## src/rtl/sprite_arb_pkg.sv

```systemverilog
// Shared types and default sizes for the sprite ROM read-port arbiter.
package sprite_arb_pkg;

  localparam int ADDR_W_DEF  = 17;
  localparam int DATA_W_DEF  = 4;
  localparam int ROM_LAT_DEF = 1;

  // Widest client ID the arbiter supports (up to 8 clients).
  localparam int ID_W_MAX = 3;

  typedef logic [ID_W_MAX-1:0] req_id_t;

  // Pipeline tag that travels alongside a ROM read.
  typedef struct packed {
    logic    valid;
    req_id_t id;
  } arb_tag_t;

endpackage

```

## src/rtl/rr_arbiter.sv

```systemverilog
// Combinational round-robin pick. The search starts at the client after
// `last` and wraps, so the most recently served client ranks lowest.
module rr_arbiter #(
  parameter int NUM_REQ = 4,
  parameter int ID_W    = 2
) (
  input  logic [NUM_REQ-1:0] req,
  input  logic               en,
  input  logic [ID_W-1:0]    last,
  output logic [NUM_REQ-1:0] grant,
  output logic [ID_W-1:0]    grant_id,
  output logic               any_grant
);

  // First asserted request in rotated order wins; nothing is granted while disabled.
  always_comb begin
    int idx_s;
    grant     = '0;
    grant_id  = '0;
    any_grant = 1'b0;
    idx_s     = 0;
    if (en) begin
      for (int k = 1; k <= NUM_REQ; k++) begin
        idx_s = (int'(last) + k) % NUM_REQ;
        if (!any_grant && req[idx_s]) begin
          any_grant    = 1'b1;
          grant[idx_s] = 1'b1;
          grant_id     = ID_W'(idx_s);
        end else begin
          any_grant = any_grant;
        end
      end
    end else begin
      any_grant = 1'b0;
    end
  end

endmodule

```

## src/rtl/sprite_rom_arbiter.sv

```systemverilog
// Shares one synchronous sprite ROM read port among several drawing clients.
// Round-robin grant, registered ROM address, and a tag pipeline that lines
// the returning palette index up with the client that asked for it.
module sprite_rom_arbiter
  import sprite_arb_pkg::*;
#(
  parameter int NUM_REQ = 4,
  parameter int ADDR_W  = ADDR_W_DEF,
  parameter int DATA_W  = DATA_W_DEF,
  parameter int ROM_LAT = ROM_LAT_DEF,
  localparam int ID_W   = $clog2(NUM_REQ)
) (
  input  logic                      vga_clk,
  input  logic                      Reset,
  input  logic                      en,
  input  logic [NUM_REQ-1:0]        req,
  input  logic [NUM_REQ*ADDR_W-1:0] req_addr,
  output logic [NUM_REQ-1:0]        grant,
  output logic [ADDR_W-1:0]         rom_addr,
  input  logic [DATA_W-1:0]         rom_q,
  output logic                      rsp_valid,
  output logic [ID_W-1:0]           rsp_id,
  output logic [DATA_W-1:0]         rsp_data
);

  logic              arb_en_s;
  logic              any_grant_s;
  logic [ID_W-1:0]   grant_id_s;
  logic [ID_W-1:0]   last_r;
  logic [ADDR_W-1:0] sel_addr_s;
  arb_tag_t          new_tag_s;
  // Index ROM_LAT is the tag aligned with rom_q.
  arb_tag_t          tag_r [0:ROM_LAT];

  // Reset also blocks grants so nothing is accepted on the reset edge.
  assign arb_en_s = en & ~Reset;

  rr_arbiter #(
    .NUM_REQ (NUM_REQ),
    .ID_W    (ID_W)
  ) u_rr (
    .req       (req),
    .en        (arb_en_s),
    .last      (last_r),
    .grant     (grant),
    .grant_id  (grant_id_s),
    .any_grant (any_grant_s)
  );

  // Select the granted client's address with a one-hot AND-OR mux.
  always_comb begin
    sel_addr_s = '0;
    for (int i = 0; i < NUM_REQ; i++) begin
      if (grant[i]) begin
        sel_addr_s = sel_addr_s | req_addr[i*ADDR_W +: ADDR_W];
      end else begin
        sel_addr_s = sel_addr_s;
      end
    end
  end

  // Build the tag entering the pipeline this cycle; idle cycles inject an empty tag.
  always_comb begin
    new_tag_s = '0;
    if (any_grant_s) begin
      new_tag_s.valid = 1'b1;
      new_tag_s.id    = req_id_t'(grant_id_s);
    end else begin
      new_tag_s.valid = 1'b0;
      new_tag_s.id    = '0;
    end
  end

  // Issue register: capture the winning address and advance the fairness pointer.
  always_ff @(posedge vga_clk) begin
    if (Reset) begin
      rom_addr <= '0;
      last_r   <= ID_W'(NUM_REQ - 1);
    end else if (any_grant_s) begin
      rom_addr <= sel_addr_s;
      last_r   <= grant_id_s;
    end else begin
      rom_addr <= rom_addr;
      last_r   <= last_r;
    end
  end

  // Tag shift register; reset drops every in-flight read.
  always_ff @(posedge vga_clk) begin
    if (Reset) begin
      for (int i = 0; i <= ROM_LAT; i++) begin
        tag_r[i] <= '0;
      end
    end else begin
      tag_r[0] <= new_tag_s;
      for (int i = 1; i <= ROM_LAT; i++) begin
        tag_r[i] <= tag_r[i-1];
      end
    end
  end

  // Response register: strobe out rom_q with its client ID; hold the payload when idle.
  always_ff @(posedge vga_clk) begin
    if (Reset) begin
      rsp_valid <= 1'b0;
      rsp_id    <= '0;
      rsp_data  <= '0;
    end else if (tag_r[ROM_LAT].valid) begin
      rsp_valid <= 1'b1;
      rsp_id    <= tag_r[ROM_LAT].id[ID_W-1:0];
      rsp_data  <= rom_q;
    end else begin
      rsp_valid <= 1'b0;
      rsp_id    <= rsp_id;
      rsp_data  <= rsp_data;
    end
  end

endmodule

```

## config.mk

```make
export PLATFORM = sky130hd
export DESIGN_NAME = sprite_rom_arbiter
export DESIGN_NICKNAME = d
export VERILOG_FILES = /design/src/rtl/sprite_arb_pkg.sv /design/src/rtl/rr_arbiter.sv /design/src/rtl/sprite_rom_arbiter.sv
export SDC_FILE = /design/constraint.sdc
export NUM_CORES = 1
export LEC_CHECK = 0
export BUFFER_PORTS_ARGS = -buffer_cell sky130_fd_sc_hd__buf_2
export CAP_MARGIN = 30
export CORE_MARGIN = 10
export CORE_UTILIZATION = 30
export CTS_CLUSTER_SIZE = 16
export DETAILED_ROUTE_END_ITERATION = 8
export GPL_TIMING_DRIVEN = 0
export PLACE_DENSITY = 0.66
export SLEW_MARGIN = 15
export SYNTH_ARGS = -nofsm -noshare
export SYNTH_HDL_FRONTEND = slang
export SYNTH_SLANG_ARGS = --single-unit
```

## constraint.sdc

```tcl
create_clock -name vga_clk -period 6.8 [get_ports vga_clk]
set_input_delay 1.02 -clock vga_clk [delete_from_list [all_inputs] [get_ports vga_clk]]
set_output_delay 1.02 -clock vga_clk [all_outputs]
set_load 0.1 [all_outputs]
```

# ---- After elaboration in Yosys (flattened, before gate mapping)
# Memories as Yosys holds them, arrays and structs flattened.
# Cells that the tools add are included.
dict set report word_totals {
  latchBits 0
  mem_count 1
  ff_bits 26
  out_inout_bits 28
  elab_cells 98
  mem_bits_rw 8
  rom_bits 0
}
dict set report op_classes {
  shifts 0
  n_lt_le_gt_ge 8
  div 0
  muxes 52
  reduce_logical 14
  mul 0
  n_bitwise 14
  n_eq_ne 0
  addsub 4
}
# name words width read_ports rd_ports_with_merged_regs wr line_no
set mem_list {}
lappend mem_list {tag_r 2 4 2 0 2 sprite_rom_arbiter.sv:33} ;# arb_tag_t tag_r [0:ROM_LAT];
# operator n
set ops {}
lappend ops {{two-way mux 17 bit} 4}
lappend ops {{bitwise OR 17 bit} 3}
lappend ops {{two-way mux 4 bit} 11}
lappend ops {{two-way mux 1 bit} 24}
lappend ops {{< comparator 3 x 4 -> 1 bit, second input constant} 4}
lappend ops {{>= comparator 3 x 1 -> 1 bit, second input constant} 4}
lappend ops {{bitwise OR 4 bit} 3}
lappend ops {{two-way mux 2 bit} 5}
lappend ops {{binary-select mux 1 bit (select 2 bit)} 4}
lappend ops {{demux 1 bit (select 2 bit)} 4}
lappend ops {{OR reduction 2 bit} 4}
lappend ops {{logical AND 1 bit} 7}
lappend ops {{adder 2 x 1 -> 2 bit, second input constant} 2}
lappend ops {{adder 2 bit, second input constant} 2}
lappend ops {{bitwise AND 1 bit, first input constant} 4}
lappend ops {{zero test 1 bit} 3}
lappend ops {{bitwise OR 1 bit} 2}
lappend ops {{bitwise AND 1 bit} 1}
lappend ops {{inverter 1 bit} 1}

# ---- Longest topological paths before layout
# Gate-level depths: netlist of the first run.
dict set report logic_depth {
  word_depth 27
  mapped_depth 12
  depth_no_buf 8
}

# ---- Modules after synthesis
# From an unflattened synthesis of the first run, not the netlist that was laid out.
dict set report unflattened {
  hier_cells 206
  hier_area_um2 1921.8
}
# mod area_each_um2 n_inst seq_area_each_um2 cells_each
set by_module_without_submodules {}
lappend by_module_without_submodules {sprite_rom_arbiter 1401.3 1 640.6 140}
lappend by_module_without_submodules {rr_arbiter 520.5 1 0.0 66}

# ---- Worst setup path after synthesis of the first run
# No wires, ideal clock.
dict set report synth_timing {
  path_type {reg-to-output}
  startpoint {reg last_r[0]}
  endpoint {out grant[0]}
  setup_slack_ns 2.110
  path_stages_with_launch 12
  arrival_ns 3.670
  required_time_ns 5.780
  path_cell_list {dfxtp_1 buf_2 buf_1 inv_1 ha_1 buf_2 mux4_2 nor4b_4 nand2_1 o21ai_2 buf_2 and2_1}
}
dict set report synth_between {
  elab_chain_cells 18
  elab_cells_between_ends 67
  classes_between {add/sub (4); order compare (8); mux (34); bitwise (7); reduce/logical (14)}
}
# item line_no
set synth_lines {}
lappend synth_lines {{start: declaration} sprite_rom_arbiter.sv:29} ;# logic [ID_W-1:0] last_r;
lappend synth_lines {{start signal: assignment} sprite_rom_arbiter.sv:78} ;# last_r <= ID_W'(NUM_REQ - 1);
lappend synth_lines {{start signal: assignment} sprite_rom_arbiter.sv:81} ;# last_r <= grant_id_s;
lappend synth_lines {{start signal: assignment} sprite_rom_arbiter.sv:84} ;# last_r <= last_r;
lappend synth_lines {{adder 2 x 1 -> 2 bit} rr_arbiter.sv:24} ;# idx_s = (int'(last) + k) % NUM_REQ;
lappend synth_lines {{OR reduction 2 bit (no source line) or binary-select mux 1 bit (select 2 bit) (tied branches)} -}
lappend synth_lines {{bitwise AND 1 bit (no source line) or two-way mux 1 bit (tied branches)} -}
lappend synth_lines {{< comparator 3 x 4 -> 1 bit (implied by the code), or another cell as far along} rr_arbiter.sv:27} ;# grant[idx_s] = 1'b1;
lappend synth_lines {{logical AND 1 bit (implied by the code) or two-way mux 1 bit (tied branches)} {rr_arbiter.sv:27, rr_arbiter.sv:25}}
lappend synth_lines {{two-way mux 1 bit, on equally long branches} {rr_arbiter.sv:27, rr_arbiter.sv:22}}
lappend synth_lines {{demux 1 bit (select 2 bit) or zero test 1 bit (tied branches)} -}
lappend synth_lines {{two-way mux 4 bit or logical AND 1 bit (tied branches)} rr_arbiter.sv:25} ;# if (!any_grant && req[idx_s]) begin
lappend synth_lines {{[... 2 more ...]} -}
lappend synth_lines {{two-way mux 4 bit or zero test 1 bit (tied branches)} rr_arbiter.sv:25}
lappend synth_lines {{two-way mux 4 bit or logical AND 1 bit (tied branches)} {rr_arbiter.sv:22, rr_arbiter.sv:25}}
lappend synth_lines {{bitwise OR 4 bit (no source line) or two-way mux 1 bit (tied branches)} -}
lappend synth_lines {{two-way mux 4 bit or two-way mux 1 bit (tied branches)} {rr_arbiter.sv:25, rr_arbiter.sv:22}}
lappend synth_lines {{two-way mux 4 bit or zero test 1 bit (tied branches)} {rr_arbiter.sv:22, rr_arbiter.sv:25}}
lappend synth_lines {{bitwise OR 4 bit (no source line) or logical AND 1 bit (tied branches)} -}
lappend synth_lines {{two-way mux 4 bit *} rr_arbiter.sv:25}
lappend synth_lines {{two-way mux 4 bit *} rr_arbiter.sv:22} ;# if (en) begin
lappend synth_lines {{end: declaration} sprite_rom_arbiter.sv:18} ;# output logic [NUM_REQ-1:0] grant,
# Mark *: on every way between the ends. The rest lies on a longest branch, timed or not. The select of a mux whose other input is x is not followed.

# ---- Final worst setup path of the first run
# Same ends and word-level chain as after synthesis.

==> impl_metrics.tcl, run 1 <==
set metrics [dict create \
    ir_drop_v 0.0001496 \
    die_x_um 101.3 \
    timing.final.setup_violations 0 \
    clock_tree.root_cell "clkbuf_8" \
    grt_pass1_vias 2271 \
    post_syn_area_sq_mm 0.001982 \
    pin_count_of_the_biggest_net_entering_global_routing 11 \
    ys_ff_latch 32 \
    insertedDiodeCount 0 \
    static-leakage-power_nw 1.215 \
    r2r_cells 11 \
    timing.critical_path.cells "buf_2, buf_1, inv_1, ha_1, buf_2, mux4_2, nor4b_4, nand2_1, o21ai_2, buf_2, and2_1, buf_2" \
    avgRoutedWirePerCell_um 17.20 \
    vias 2175 \
    grt_first_pass_wirelength_um 11180 \
    synth.net_count 312 \
    worst_path_dominant_cell_family "buffers and inverters" \
    fin_crit_ns 5.421 \
    netlist_instances 226 \
    measured_slew_at_the_worst_slew_check_pin_ns 0.7440 \
    outcome "completed" \
    post_cts_resized 0 \
    std_cell_rows 29 \
    route.antenna.remaining_nets 0 \
    drv_slew 0 \
    drtPass1Iterations 4 \
    clkTransAtPathRegs_ns 0.07 \
    tritoncts.num_buffers 5 \
    crit_buf_inv 6 \
    place_inst 409 \
    post_drt_via_cell_ratio 5.228 \
    critical_path_arrival_ns 4.40 \
    layoutNonFillerInstCount 416 \
    initial_antenna_violation_count 0 \
    period_utilization_post_route_pct 79.73 \
    drt_initial_violations 133 \
    die-area_sq_mm 0.01026 \
    postCtsHoldBufs 0 \
    critical_path_class "reg -> out" \
    max_freq_mhz 184.5 \
    cts_tree "done" \
    design.portCount 107 \
    cp_slowest_cell "mux4_2" \
    htreeDepth 2 \
    data_required_time_of_the_worst_path_ns 5.78 \
    min_path_type "reg -> reg" \
    syn_avg_cell_area_sq_um 8.769 \
    max_stage_delay_ns 0.64 \
    synth.distinct_cells 35 \
    critical_path.endpoint_type "output pin" \
    crit_path_start_kind "flip-flop" \
    initial_utilization_pct 31.03 \
    seq_area_frac_synth_pct 32.32 \
    max-clock-path-buffers 2 \
    dp_hpwl_um 5716 \
    multiInputGateArea_sq_mm 0.001255 \
    total_of_fill_cells_in_the_finished_design 666 \
    final_wl_um 7154 \
    global_route.usage.total_pct 13.29 \
    post_cts_buffers 0 \
    clock_latency_ns 0.28 \
    cts_sinks 32 \
    grt-ovfl-total 0 \
    gp_routability_congestion 0.8332 \
    maxCapViolCount 0 \
    path_max_fanout 10 \
    die_height_um 101.3 \
    seq_area_sq_um 640.6 \
    aggregate_negative_setup_slack_ns 0 \
    design.core.area_sq_mm 0.006386 \
    worst_clock_skew_on_the_final_layout_ns 0.004689 \
    finish.net_count 425 \
    max_slew_headroom_at_the_worst_pin_pct 49.12 \
    worstHoldPathCells 1 \
    total_power_density_per_cell_area_mw_per_mm2 312.1 \
    layout-drive-gt1-share_pct 38.94 \
    crit_cells 12 \
    timing_hold_violations_final 0 \
    yosys_synthesis_warning_count 0 \
    areaGrowthSynthToFinish_pct 35.54 \
    rsz0062_at_grt "false" \
    buffer_ports.inserted 106 \
    crit_path_most_repeated_cell "buf_2" \
    drt_drc_violations_left 0 \
]
[final timing paths]
check | slack, ns | from | to
max reg2reg | 2.74 | last_r[0] | rom_addr[13]
min | 0.44 | tag_r[0][3] | tag_r[0][7]
min reg2reg | 0.44 | tag_r[0][3] | tag_r[0][7]
max | 1.38 | last_r[0] | grant[0]
[power breakdown]
group | total [mW] | internal, mW | switching [mW]
clock network | 0.136 | 0.0695 | 0.0667
logic | 0.474 | 0.134 | 0.340
registers | 0.228 | 0.213 | 0.0152
[through the flow]
stage	cell area, sq um	hold slack, ns	power, mW	setup WS (ns)	utilization, %
after floorplan	1982	0.4138	0.5982	2.110	-
after global placement	2609	0.4177	0.7040	1.684	40.85
after detailed placement	2609	0.4227	0.7079	1.677	40.85
after CTS	2686	0.4383	0.8449	1.358	42.07
after global routing	2686	0.4544	0.8875	1.111	42.07
final	2686	0.4384	0.8385	1.379	42.07
[kinds of logic after synthesis]
kind of cell	share of synthesized area (%)
adder cells (fa/ha/maj)	4.419
multiplexers	12.94
buffers and inverters	4.355
AO/OA/AOI/OAI	29.10
flip-flops	32.32
XOR/XNOR	0.4420
AND/OR/NAND/NOR	16.41
[layout make-up]
cell class / instances / share of cell area (%)
inverters: 3 / 0.4192
clock inverters: 1 / 0.1863
plain buffers: 15 / 2.795
multi-input cells: 176 / 46.72
flip-flops and latches: 32 / 23.85
repair buffers: 106 / 19.75
clock buffers: 6 / 2.701
well taps: 77 / 3.586
[synthesized netlist by cell type (all sizes together)]
| library cell | count | share of area, % |
|---|---|---|
| dfxtp | 32 | 32 |
| nand2 | 24 | 4.5 |
| a22oi | 20 | 7.6 |
| a21oi | 19 | 4.8 |
| nor2 | 12 | 2.3 |
| a31oi | 11 | 3.5 |
| mux2i | 11 | 5.6 |
| clkbuf | 8 | 1.5 |
| a41oi | 7 | 3.1 |
| and3 | 7 | 2.2 |
| buf | 7 | 2.3 |
| ha | 7 | 4.4 |
| o21ai | 7 | 2.3 |
| a32oi | 6 | 2.7 |
| nor2b | 6 | 1.9 |
| mux2 | 5 | 2.8 |
| nand3 | 5 | 1.3 |
| o22ai | 5 | 1.6 |
| mux4 | 4 | 4.5 |
| nand2b | 4 | 1.3 |
| a2111oi | 3 | 1.3 |
| a21boi | 3 | 1.1 |
| and2 | 3 | 0.95 |
| inv | 2 | 0.38 |
| nor3 | 2 | 0.51 |
| a221o | 1 | 0.51 |
| clkinv | 1 | 0.19 |
| nor4 | 1 | 0.32 |
| nor4b | 1 | 1.2 |
| o31ai | 1 | 0.63 |
| xnor2 | 1 | 0.44 |
[per-layer routing]
layer  vias up  share of wire (%)  track usage, %  routed length (um)
met5         -                  0               0                   0
met4         0               0.22           2.572                  16
met3         4                8.7           5.106                 619
met2        99                 46           21.00                3304
met1       983                 45           16.87                3214
li1       1089                  -               -                   -
[layout by cell type, fill, tap and decap left out, types with 6 or more instances in the layout]
cell type  instances
a21oi_1           19
a22oi_1           20
a31oi_1           11
a32oi_1            6
a41oi_1            7
and3_1             7
buf_2            109
clkbuf_1           9
dfxtp_1           32
ha_1               7
mux2i_1           11
nand2_1           24
nor2_1            12
nor2b_1            6
[state kept, by name, summed over array words and instances (netlist names)]
name / count
last_r: 2
rom_addr: 17
rsp_data: 4
rsp_id: 2
rsp_valid: 1
tag_r: 6
Power figures use the tool's default switching activity.
==> inputs of run 2 (changes only) <==
Clock period 6.8 ns to 5.39 ns, I/O delays scaled along.
==> impl_metrics.tcl, run 2 (synthesis gave the netlist of run 1 again) <==
set metrics [dict create \
    outcome "completed" \
    path_max_fanout 10 \
    fin_crit_ns 5.006 \
    tritoncts.num_buffers 5 \
    global_route.peak_usage_layer "met2" \
    p_int_uw 525.4 \
    data_required_time_of_the_worst_path_ns 4.58 \
    maxCapViolCount 0 \
    post_cts_resized 0 \
    finish.net_count 425 \
    clkTransAtPathRegs_ns 0.07 \
    grt_pass1_vias 2271 \
    gp_routability_congestion 0.8332 \
    htreeDepth 2 \
    timing_hold_violations_final 0 \
    ir_drop_v 0.0001887 \
    final_wl_um 7161 \
    max-clock-path-buffers 2 \
    aggregate_negative_setup_slack_ns 0 \
    largest_register_ff_count 17 \
    max_freq_mhz 199.7 \
    pre_cts_slack_ns 0.4789 \
    share_seq_of_total_power_pct 27.2 \
    r2r_cells 11 \
    std_cell_rows 29 \
    drt_initial_violations 129 \
    critical_path_arrival_ns 4.20 \
    drv_slew 0 \
    vias 2182 \
    die_height_um 101.3 \
    crit_path_start_kind "flip-flop" \
    total_power_density_per_cell_area_mw_per_mm2 393.9 \
    pwr-share-clk_pct 16.2 \
    clock_tree.root_cell "clkbuf_8" \
    critical_path_class "reg -> out" \
    route.antenna.remaining_nets 0 \
    grt.met1_usage_pct 16.87 \
    timing.final.ws_setup_ns 0.3836 \
    worstHoldPathCells 1 \
    die-area_sq_mm 0.01026 \
    clock_latency_ns 0.28 \
    global_route.usage.total_pct 13.29 \
    dp_hpwl_um 5716 \
    measured_slew_at_the_worst_slew_check_pin_ns 0.7363 \
    avgRoutedWirePerCell_um 17.21 \
    cts_tree "done" \
    pin_count_of_the_biggest_net_entering_global_routing 11 \
    share_comb_of_total_power_pct 56.6 \
    period_utilization_post_route_pct 92.88 \
    die_x_um 101.3 \
    initial_antenna_violation_count 0 \
    postCtsHoldBufs 0 \
    max_slew_headroom_at_the_worst_pin_pct 49.64 \
    p_sw_share_pct 50.36 \
    cts_sinks 32 \
    regToRegSetupSlack_ns 1.54 \
    power.switching_uw 533.1 \
    worst_clock_skew_on_the_final_layout_ns 0.005300 \
    post_drt_via_cell_ratio 5.245 \
    design.portCount 107 \
    grt_first_pass_wirelength_um 11180 \
    layout-drive-gt1-share_pct 39.23 \
    met3_track_usage_gr_pct 5.106 \
    critical_path.endpoint_type "output pin" \
    drtPass1Iterations 5 \
    grt-ovfl-total 0 \
    rsz0062_at_grt "false" \
    initial_utilization_pct 31.03 \
    static-leakage-power_nw 1.217 \
    biggest_registers_after_layout "rom_addr (17), tag_r (6), rsp_data (4)" \
    min_path_type "reg -> reg" \
    drt_drc_violations_left 0 \
    post_cts_buffers 0 \
    buffer_ports.inserted 106 \
    insertedDiodeCount 0 \
    timing.final.setup_violations 0 \
    most_used_cells_in_the_layout_excluding_fill_and_tap_cells "109 x buf_2, 32 x dfxtp_1, 24 x nand2_1" \
    final_common_cell "buf_2" \
    gr-usage-met2_pct 21.00 \
    design.core.area_sq_mm 0.006386 \
    areaGrowthSynthToFinish_pct 35.61 \
    largest_register "rom_addr" \
]
[run 2: area by class of cell]
cell class	instances	area, sq um
multi-input combinational	176	1255
timing repair buffer	106	530.5
sequential	32	640.6
fill	667	3699
inverter	3	11.26
buffer	15	76.32
tap	77	96.34
clock inverter	1	5.005
clock buffer	6	72.57
[run 2: path summary, 6_finish.rpt]
| path | start | endpoint |
|---|---|---|
| worst max-delay path | last_r[0] | grant[0] |
| worst min register to register | tag_r[0][3] | tag_r[0][7] |
| worst max register to register | last_r[0] | rom_addr[13] |
| worst min-delay path | tag_r[0][3] | tag_r[0][7] |
[run 2: worst max-delay path, stage by stage (launching register included)]
cell	delay, ns
dfxtp_1	0.48
buf_2	0.28
clkbuf_2	0.27
inv_1	0.14
ha_1	0.31
buf_2	0.21
mux4_2	0.64
nor4b_4	0.39
nand2_1	0.11
o21ai_2	0.17
buf_2	0.31
and2_1	0.16
buf_2	0.42
[run 2: metrics by stage]
stage                     hold WS, ns  cell area (sq um)  cells  total power, mW  utilization (%)
after floorplan                0.4138               1982    226           0.7547                -
after global placement         0.4177               2609    409           0.8882            40.85
after detailed placement       0.4227               2609    409           0.8931            40.85
after CTS                      0.4383               2686    416            1.066            42.07
after global routing           0.4544               2688    416            1.120            42.08
final                          0.4383               2688    416            1.059            42.08
[run 2: power groups by stage]
stage	logic (mW)	registers (mW)	clock network, mW
floorplan	0.291	0.464	0
global placement	0.597	0.291	0
detailed placement	0.600	0.293	0
CTS	0.602	0.288	0.177
global route	0.640	0.291	0.189
finish	0.599	0.288	0.172
[run 2: routing by layer]
metal  share of wire (%)  wire length, um
met5                   0                0
met4                0.20               14
met3                 8.8              630
met2                  46             3312
met1                  45             3204
